## config.mk

```make
export PLATFORM = sky130hd
export DESIGN_NAME = edge_event_counter
export DESIGN_NICKNAME = d
export VERILOG_FILES = /design/src/rtl/edge_event_counter.sv
export SDC_FILE = /design/constraint.sdc
export NUM_CORES = 1
export LEC_CHECK = 0
export ABC_AREA = 1
export CORE_MARGIN = 1.5
export CORE_UTILIZATION = 42
export DETAILED_ROUTE_END_ITERATION = 6
export HOLD_SLACK_MARGIN = 0.05
export PLACE_DENSITY = 0.8
export SLEW_MARGIN = 25
export SYNTH_ARGS = -nofsm -noshare
export SYNTH_HDL_FRONTEND = slang
export SYNTH_SLANG_ARGS = --single-unit
export TNS_END_PERCENT = 100
```

## constraint.sdc

```tcl
create_clock -name clk -period 1.1 [get_ports clk]
set_input_delay 0.22 -clock clk [delete_from_list [all_inputs] [get_ports clk]]
set_output_delay 0.22 -clock clk [all_outputs]
set_load 0.02 [all_outputs]
```

## src/rtl/edge_event_counter.sv

```systemverilog
// edge_event_counter: per-channel synchronised edge detector with event pulses, wrap/saturate counters and sticky overflow
module edge_event_counter #(
  parameter int NCH         = 2,
  parameter int CNT_W       = 2,
  parameter int SYNC_STAGES = 2,
  parameter int SATURATE    = 0
) (
  input  logic                   clk,
  input  logic                   arst,
  input  logic                   en,
  input  logic                   clr,
  input  logic [1:0]             mode,
  input  logic [NCH-1:0]         din,
  output logic [NCH-1:0]         evt,
  output logic [NCH*CNT_W-1:0]   cnt,
  output logic [NCH-1:0]         ovf,
  output logic                   any_evt,
  output logic                   ready
);
  localparam int IW = $clog2(SYNC_STAGES + 1);
  typedef enum logic {INIT, RUN} state_t;
  state_t state, state_d;
  logic [IW-1:0] init_cnt, init_cnt_d;
  logic [SYNC_STAGES-1:0][NCH-1:0] s;
  logic [NCH-1:0] hist, rise, fall, ev, ovf_d;
  logic [NCH-1:0][CNT_W-1:0] cnt_r, cnt_d;
  always_ff @(posedge clk or negedge arst)
    if (!arst) begin
      state    <= INIT;
      init_cnt <= '0;
    end else begin
      state    <= state_d;
      init_cnt <= init_cnt_d;
    end
  // INIT lasts SYNC_STAGES+1 edges so synchronisers and history hold real samples before decoding
  always_comb begin
    state_d    = state;
    init_cnt_d = init_cnt;
    if (state == INIT) begin
      state_d    = (init_cnt == IW'(SYNC_STAGES)) ? RUN : INIT;
      init_cnt_d = (init_cnt == IW'(SYNC_STAGES)) ? init_cnt : init_cnt + 1'b1;
    end
  end
  assign rise = s[SYNC_STAGES-1] & ~hist;
  assign fall = ~s[SYNC_STAGES-1] & hist;
  assign ev   = (state == RUN) ? (({NCH{mode[0]}} & rise) | ({NCH{mode[1]}} & fall)) : '0;
  // clear wins over a simultaneous increment; the event still pulses
  always_comb begin
    cnt_d = cnt_r;
    ovf_d = ovf;
    for (int i = 0; i < NCH; i++)
      if (ev[i] && en) begin
        cnt_d[i] = (SATURATE != 0 && &cnt_r[i]) ? cnt_r[i] : cnt_r[i] + 1'b1;
        ovf_d[i] = ovf[i] | (&cnt_r[i]);
      end
    if (clr) begin
      cnt_d = '0;
      ovf_d = '0;
    end
  end
  always_ff @(posedge clk or negedge arst)
    if (!arst) begin
      s       <= '0;
      hist    <= '0;
      evt     <= '0;
      cnt_r   <= '0;
      ovf     <= '0;
      any_evt <= 1'b0;
      ready   <= 1'b0;
    end else begin
      s       <= {s[SYNC_STAGES-2:0], din};
      hist    <= s[SYNC_STAGES-1];
      evt     <= ev;
      cnt_r   <= cnt_d;
      ovf     <= ovf_d;
      any_evt <= |ev;
      ready   <= (state == RUN);
    end
  assign cnt = cnt_r;
endmodule

```

**After elaboration in Yosys (flattened, before gate mapping)**

Index checks and enable logic that the tools add are counted.

- Bitwise logic cells: 11
- Muxes and demuxes: 9
- Equal/unequal tests: 1
- Reduce and logical (&&, ||, !) cells: 8
- Add/subtract/negate cells: 3

Operator list:

| cell | number |
|---|---|
| AND 2 bit | 4 |
| 2-to-1 mux 2 bit | 4 |
| adder 2 x 1 -> 2 bit, second input constant | 3 |
| AND reduction 2 bit | 3 |
| 2-to-1 mux 1 bit | 4 |
| 2-to-1 mux 4 bit | 1 |
| NOT 2 bit | 2 |
| nonzero test 2 bit | 2 |
| == test 2 bit, second input constant | 1 |
| logical AND 1 bit | 2 |
| NOT 1 bit | 2 |
| bitwise OR 1 bit | 2 |
| bitwise OR 2 bit | 1 |
| OR reduction 2 bit | 1 |

- Word-level logic and storage cells: 44
- Flip-flop bits (word level): 19
- Output and inout port bits: 10
- Bits of input ports: 8

**Longest topological paths before layout**

Gate-level depths: netlist (run 1).

- Word-level depth: 8
- Gate-level depth with buffers: 7
- Gate-level depth less buffers: 7

**Worst setup path before layout (run 1)**

Ideal clock, no wire load.

- Kind: register to register
- From: register cnt_r, in the netlist cnt[0]
- To: register cnt_r, in the netlist cnt[1]
- Clock period less this slack: 1.045 ns
- Cell stages (with the launch flop): 6
- Setup time: 0.117 ns
- Data arrival time: 0.928 ns
- Required time: 0.983 ns
- Path buffers: 0
- Path slack: 0.055 ns
- Cell sequence: dfrtp_1 -> ha_1 -> inv_1 -> nor2_1 -> nand2_1 -> nand2_1

- Longest elaborated chain between the ends: 3

Ends and longest elaborated chain:

| element | line | RTL |
|---|---|---|
| from (decl) | 26 | `logic [NCH-1:0][CNT_W-1:0] cnt_r, cnt_d;` |
| from (signal assigned) | 74 | `cnt_r <= cnt_d;` |
| adder 2 x 1 -> 2 bit | 53 | `cnt_d[i] = (SATURATE != 0 && &cnt_r[i]) ? cnt_r[i] : cnt_r[i] + 1'b1;` |
| 2-to-1 mux 2 bit | 52 | `if (ev[i] && en) begin` |
| 2-to-1 mux 4 bit | 56 | `if (clr) begin` |

No other way between the ends. The select of a mux whose other input is x is not followed.
A chain may end at the register's enable or synchronous reset.

**Final worst setup path (run 1)**

- From: register cnt_r, in the netlist cnt[3]
- To: output port cnt[3]

RTL lines:

| element | line | RTL |
|---|---|---|
| to (decl) | 15 | `output logic [NCH*CNT_W-1:0] cnt,` |

No word-level cell between the ends.

==> results of run 1 <==
==> synth_stat cells <==
library cell,count
sky130_fd_sc_hd__nand3_1,8
sky130_fd_sc_hd__inv_2,1
sky130_fd_sc_hd__nand4_2,2
sky130_fd_sc_hd__nand2_1,20
sky130_fd_sc_hd__nand2_2,4
sky130_fd_sc_hd__inv_1,10
sky130_fd_sc_hd__ha_1,3
sky130_fd_sc_hd__o21ai_1,1
sky130_fd_sc_hd__xor2_1,1
sky130_fd_sc_hd__nor2_1,9
sky130_fd_sc_hd__dfrtp_1,19
==> area by class of cell <==
type / count / share of cell area, %
clock buffer: 4 / 2.30
inverter: 11 / 3.61
multi-input combinational: 48 / 26.5
sequential: 19 / 41.6
tap: 25 / 2.74
timing repair buffer: 29 / 23.2
==> cells by family (layout without fill, tap and decap cells) <==
family          count (synthesis)  count (layout)  share of synthesized area (%)
compound gates                  1               1                          0.652
xor+xnor                        1               1                           1.14
fa+ha+maj                       3               3                           4.89
buf+inv                        11              44                           5.38
flops                          19              19                           62.0
simple gates                   43              43                           25.9
==> stage by stage <==
step           power [uW]  instance area (um2)  setup TNS, ps
2_1_floorplan         945                  767              0
3_3_place_gp         1140                 1050          -1290
3_5_place_dp         1160                 1050          -1520
4_1_cts              1520                 1060          -9.14
5_1_grt              1680                 1140           -230
6_report             1600                 1140          -9.89
==> flip-flops by register name, indices dropped and copies added, names as in the netlist <==
signal	cells
any_evt	1
cnt	4
evt	2
hist	2
init_cnt	2
ovf	2
ready	1
s	4
state	1
==> power breakdown <==
part           internal, uW  leakage [uW]  switching, uW
Combinational           236      0.000340            224
Clock                   141     0.0000150            214
Sequential              749      0.000225           36.7
==> routing by layer <==
metal	vias to the layer above	track usage [%]
met2	13	28.7
li1	309	-
met5	-	0
met1	301	22.9
met3	4	3.57
met4	0	15.4
==> repair_timing <==
action	CTS	global route
hold buffers	0	0
resized for setup	45	18
endpoints found under the setup margin	13	12
pin swaps	0	5
setup buffers	0	3
==> path summary, 6_finish.rpt <==
| kind | end | slack (ps) | cells after the start |
|---|---|---|---|
| worst max register to register | cnt[3] | 0 | 6 |
| worst max-delay path | cnt[3] | -8 | 1 |
| worst min-delay path | cnt[0] | 250 | 2 |
| worst min register to register | s[2] | 360 | 0 |
| max in group asynchronous | hist[0] | 720 | 2 |
| min in group clk | s[1] | 350 | 1 |
==> run metrics, run 1 <==
outcome=finished with violations; failing checks=negative setup slack; startpoint of the worst register-to-register path=cnt[3]; leak pwr=0.000580 uW; source of the critical timing path=cnt[3]; final hold viol count=0; final critical delay including setup and external delays=1110 ps; utilization after layout=66.2%; Cell Pwr Density=1400 nW/um2; DP Cell Count=129; flops & latches, synth=19; transition time at the pin with the least slew margin=327 ps; detailed-route via count=627; H-tree depth=1; Starting Density=44.4%; number of slew-limit violations in the final report=0; worst slack at placement=-200 ps; Worst-Skew Late Latency=300 ps; number of standard cells in the layout, taps in and fillers out=136; nature of the critical path endpoint=output pin; Crit Path Max Fanout=2; via count of the first global-routing pass=559; Crit path max-delay family=flip-flops; maximum resistive drop on vdd=0.841 mV; first-pass iteration count of the detailed router=4; CTS tree=built; sink count of the clock tree=19; post-synth design cell area=767 um2; number of max-cap violations=0; count of unique library cells instantiated by Yosys=11; root buffer cell=sky130_fd_sc_hd__clkbuf_4; count of pins on the block boundary=18; Ant. Diodes=0; area of the die=2090 um2; wire length of the first global-routing pass=2.50 mm; fmax=0.902 GHz; YS warnings=0; delay of the slowest cell on the worst path=440 ps; HPWL Detailed=1.12 mm; area leader, netlist=sky130_fd_sc_hd__dfrtp_1; total CTS buffers=3; most frequent cells in the layout=sky130_fd_sc_hd__nand2_1 (20), sky130_fd_sc_hd__dfrtp_1 (19); final number of setup-violating endpoints=2; area of combinational cells with multiple inputs=303 um2; number of nets in the layout=123; Met3 Routed Length=63 um; required time of the critical path=880 ps; worst setup margin=-8.35 ps; synthesized netlist net count=89; Hold WS=249 ps; Via-to-Cell Ratio=4.61; DRT iter0 DRCs=8; initial antenna violation count=0; Crit Path Class=register to output pin; cell types with the largest area share after synthesis=sky130_fd_sc_hd__dfrtp_1 (62%), sky130_fd_sc_hd__nand2_1 (9.8%), sky130_fd_sc_hd__nand3_1 (5.2%); area share of the largest cell type after synthesis=62.0%; met1 WL=693 um; Rows=15; Final Cycle Share=101%; pin count of the biggest net entering global routing=20; routed wl met2=865 um; CTS clock-pin slew for the worst setup and hold paths=110 ps; storage element area=475 um2; core outline area=1730 um2; DRC Markers=0; Avg Cell Area, Syn=9.83 um2; fraction of final layout cells sized beyond drive strength 1=36.0%; overall die width=45.7 um; final-layout fill cell count=146; Critical Path, Cell by Cell=buf_6; most common cell after layout, fill and taps aside=sky130_fd_sc_hd__nand2_1; total detailed-routing wirelength=1.67 mm; global placer's final weighted congestion=0.753; proportion of synthesized chip area in sequential cells=62.0%; total overflow reported by the global router=0; count of antenna-violating nets left after detailed routing=0; slew margin rel.=78.2%; type of element launching the critical path=register; slowest library cell on the worst path=sky130_fd_sc_hd__dfrtp_1; unrepaired setup endpoints after global routing=true; count of buffers inserted at the top-level ports=17; Layout area overhead=48.9%; synthesized instance count=78; class of the tightest hold or removal check=primary input to asynchronous set/reset pin; All-Layer GR Usage=18.8%; highest metal layer with signal wires=met4; clock skew after layout=4.02 ps; maximum count of clock buffers along a single path=2; combined buffer and inverter count along the critical path=1; WL/cell=12.3 um; signal arrival time at the worst endpoint=890 ps; die height=45.7 um
Power figures use the tool's default switching activity.
==> run 2: changes to the inputs <==
CTS_CLUSTER_SIZE = 25   (was default)
PLACE_DENSITY = 0.72   (was 0.8)
==> run 2 against run 1 <==
Compared with the run above:
- hold slack improved by 18 ps
- count of clock-buffer cells in the layout unchanged
- the flow now finishes without violations
- flip-flop and latch count did not move
- critical path depth unchanged
- register-to-register slack better by 40 ps
==> run metrics, run 2 (synthesized netlist as in run 1, its figures left out) <==
outcome=completed; required time of the critical path=880 ps (about the same); Reg2Reg Depth=6 (unchanged); Crit path max-delay family=flip-flops; All-Layer GR Usage=15.6% (-3.2 points); number of nets in the layout=121 (-1.6%); count of antenna-violating nets left after detailed routing=0 (unchanged); type of element launching the critical path=register; cell area after placement=1050 um2 (unchanged); Layout area overhead=41.9%; area of the die=2090 um2 (unchanged); slowest library cell on the worst path=sky130_fd_sc_hd__dfrtp_1; Ant. Diodes=0 (unchanged); leak pwr=0.000563 uW (-3.0%); utilization after layout=63.0% (-3.1 points); nature of the critical path endpoint=output pin; Rows=15 (unchanged); DRT iter0 DRCs=7 (-1); storage element area=475 um2 (unchanged); unrepaired setup endpoints after global routing=true; number of standard cells in the layout, taps in and fillers out=134 (-1.5%); final-layout fill cell count=153 (+4.8%); most frequent cells in the layout=sky130_fd_sc_hd__nand2_1 (19), sky130_fd_sc_hd__dfrtp_1 (19), sky130_fd_sc_hd__buf_2 (10), sky130_fd_sc_hd__inv_1 (8), sky130_fd_sc_hd__nand3_1 (8); WL/cell=10.8 um (-12%); root buffer cell=sky130_fd_sc_hd__clkbuf_4; Worst-Skew Late Latency=280 ps (-20 ps); final hold viol count=0 (unchanged); die height=45.7 um (unchanged); wire length of the first global-routing pass=2.27 mm (-9.3%); transition time at the pin with the least slew margin=281 ps (-45.6 ps); Post-Layout Inst Area=1090 um2 (-4.7%); DRC Markers=0 (unchanged); DP Cell Count=129 (unchanged); startpoint of the worst register-to-register path=cnt[1]; slew margin rel.=81.3% (+3.0 points); worst reg-to-reg setup slack=40 ps (+40 ps); core outline area=1730 um2 (unchanged); maximum count of clock buffers along a single path=2 (unchanged); area of combinational cells with multiple inputs=292 um2 (-3.7%); combined buffer and inverter count along the critical path=1 (unchanged); count of pins on the block boundary=18 (unchanged); total CTS buffers=3 (unchanged); CTS clock-pin slew for the worst setup and hold paths=100 ps (about the same); total overflow reported by the global router=0 (unchanged); fmax=0.927 GHz (+2.7%); via count of the first global-routing pass=540 (-3.4%); Reg2Reg Capture Point=cnt[1]; fraction of final layout cells sized beyond drive strength 1=33.9% (-2.1 points); delay of the slowest cell on the worst path=410 ps (-30 ps); maximum resistive drop on vdd=0.833 mV (-0.93%); class of the tightest hold or removal check=primary input to asynchronous set/reset pin; overall die width=45.7 um (unchanged); Cell Pwr Density=1380 nW/um2 (-1.5%); number of max-cap violations=0 (unchanged); final number of setup-violating endpoints=0 (-2); Starting Density=44.4% (unchanged); Via-to-Cell Ratio=4.49 (-2.6%); Final Cycle Share=98.1% (-2.7 points); detailed-route via count=602 (-4.0%); signal arrival time at the worst endpoint=860 ps (-30 ps); sink count of the clock tree=19 (unchanged); HPWL Detailed=1.07 mm (-4.5%); final critical delay including setup and external delays=1080 ps (-29.7 ps); pin count of the biggest net entering global routing=20 (unchanged); clock skew after layout=1.77 ps (-2.25 ps); initial antenna violation count=0 (unchanged); Critical Path, Cell by Cell=buf_2; first-pass iteration count of the detailed router=4 (unchanged); Crit Path Max Fanout=2 (unchanged); Crit Path Class=register to output pin; count of buffers inserted at the top-level ports=17 (unchanged); total detailed-routing wirelength=1.45 mm (-13%); global placer's final weighted congestion=0.824 (+9.4%); H-tree depth=1 (unchanged); CTS tree=built; number of slew-limit violations in the final report=0 (unchanged)
[run 2: final cells by class]
| type | count | share of cell area (%) |
|---|---|---|
| Clock buffer | 4 | 2.41 |
| Inverter | 11 | 3.79 |
| Multi-Input combinational cell | 48 | 26.8 |
| Sequential cell | 19 | 43.7 |
| Tap cell | 25 | 2.87 |
| Timing Repair Buffer | 27 | 20.5 |
[run 2: per-layer routing]
layer	global-route usage (%)	share of wire, %	vias up	wire, um
met5	0	0	-	0
met4	8.57	1.4	0	21
met3	2.38	3.7	2	54
met2	27.3	52	16	759
met1	18.2	42	282	616
li1	-	-	302	-
[run 2: worst max-delay path by stage]
stage             from  endpoint  slack (ps)  depth (start not counted)
2_1_floorplan   cnt[0]    cnt[1]          60                          5
3_3_place_gp   mode[0]    ovf[1]        -160                          7
3_5_place_dp   mode[1]    ovf[1]        -180                          6
4_1_cts         cnt[2]    cnt[3]           4                          6
5_1_grt         cnt[2]    cnt[3]         -20                          6
6_report        cnt[1]    cnt[1]          20                          1
[run 2: what timing repair did]
action,in CTS,in global routing
pin swaps,0,3
resized for setup,41,11
setup endpoints to repair,11,6
setup buffers,0,1
hold buffers,0,0
[run 2: metrics by stage]
step	power [uW]	setup WS (ps)	TNS (ps)	hold WS (ps)
floorplan	945	55.4	0	-75.6
global placement	1140	-163	-1190	332
detailed placement	1160	-185	-1410	336
CTS	1480	3.85	0	253
global route	1590	-24.7	-54.4	257
finish	1500	21.3	0	267
[run 2: power by group]
group	leakage (uW)	switching (uW)	internal, uW
sequential	0.000225	28.1	749
combinational	0.000323	205	185
clock	0.0000150	194	141
total	0.000563	428	1080
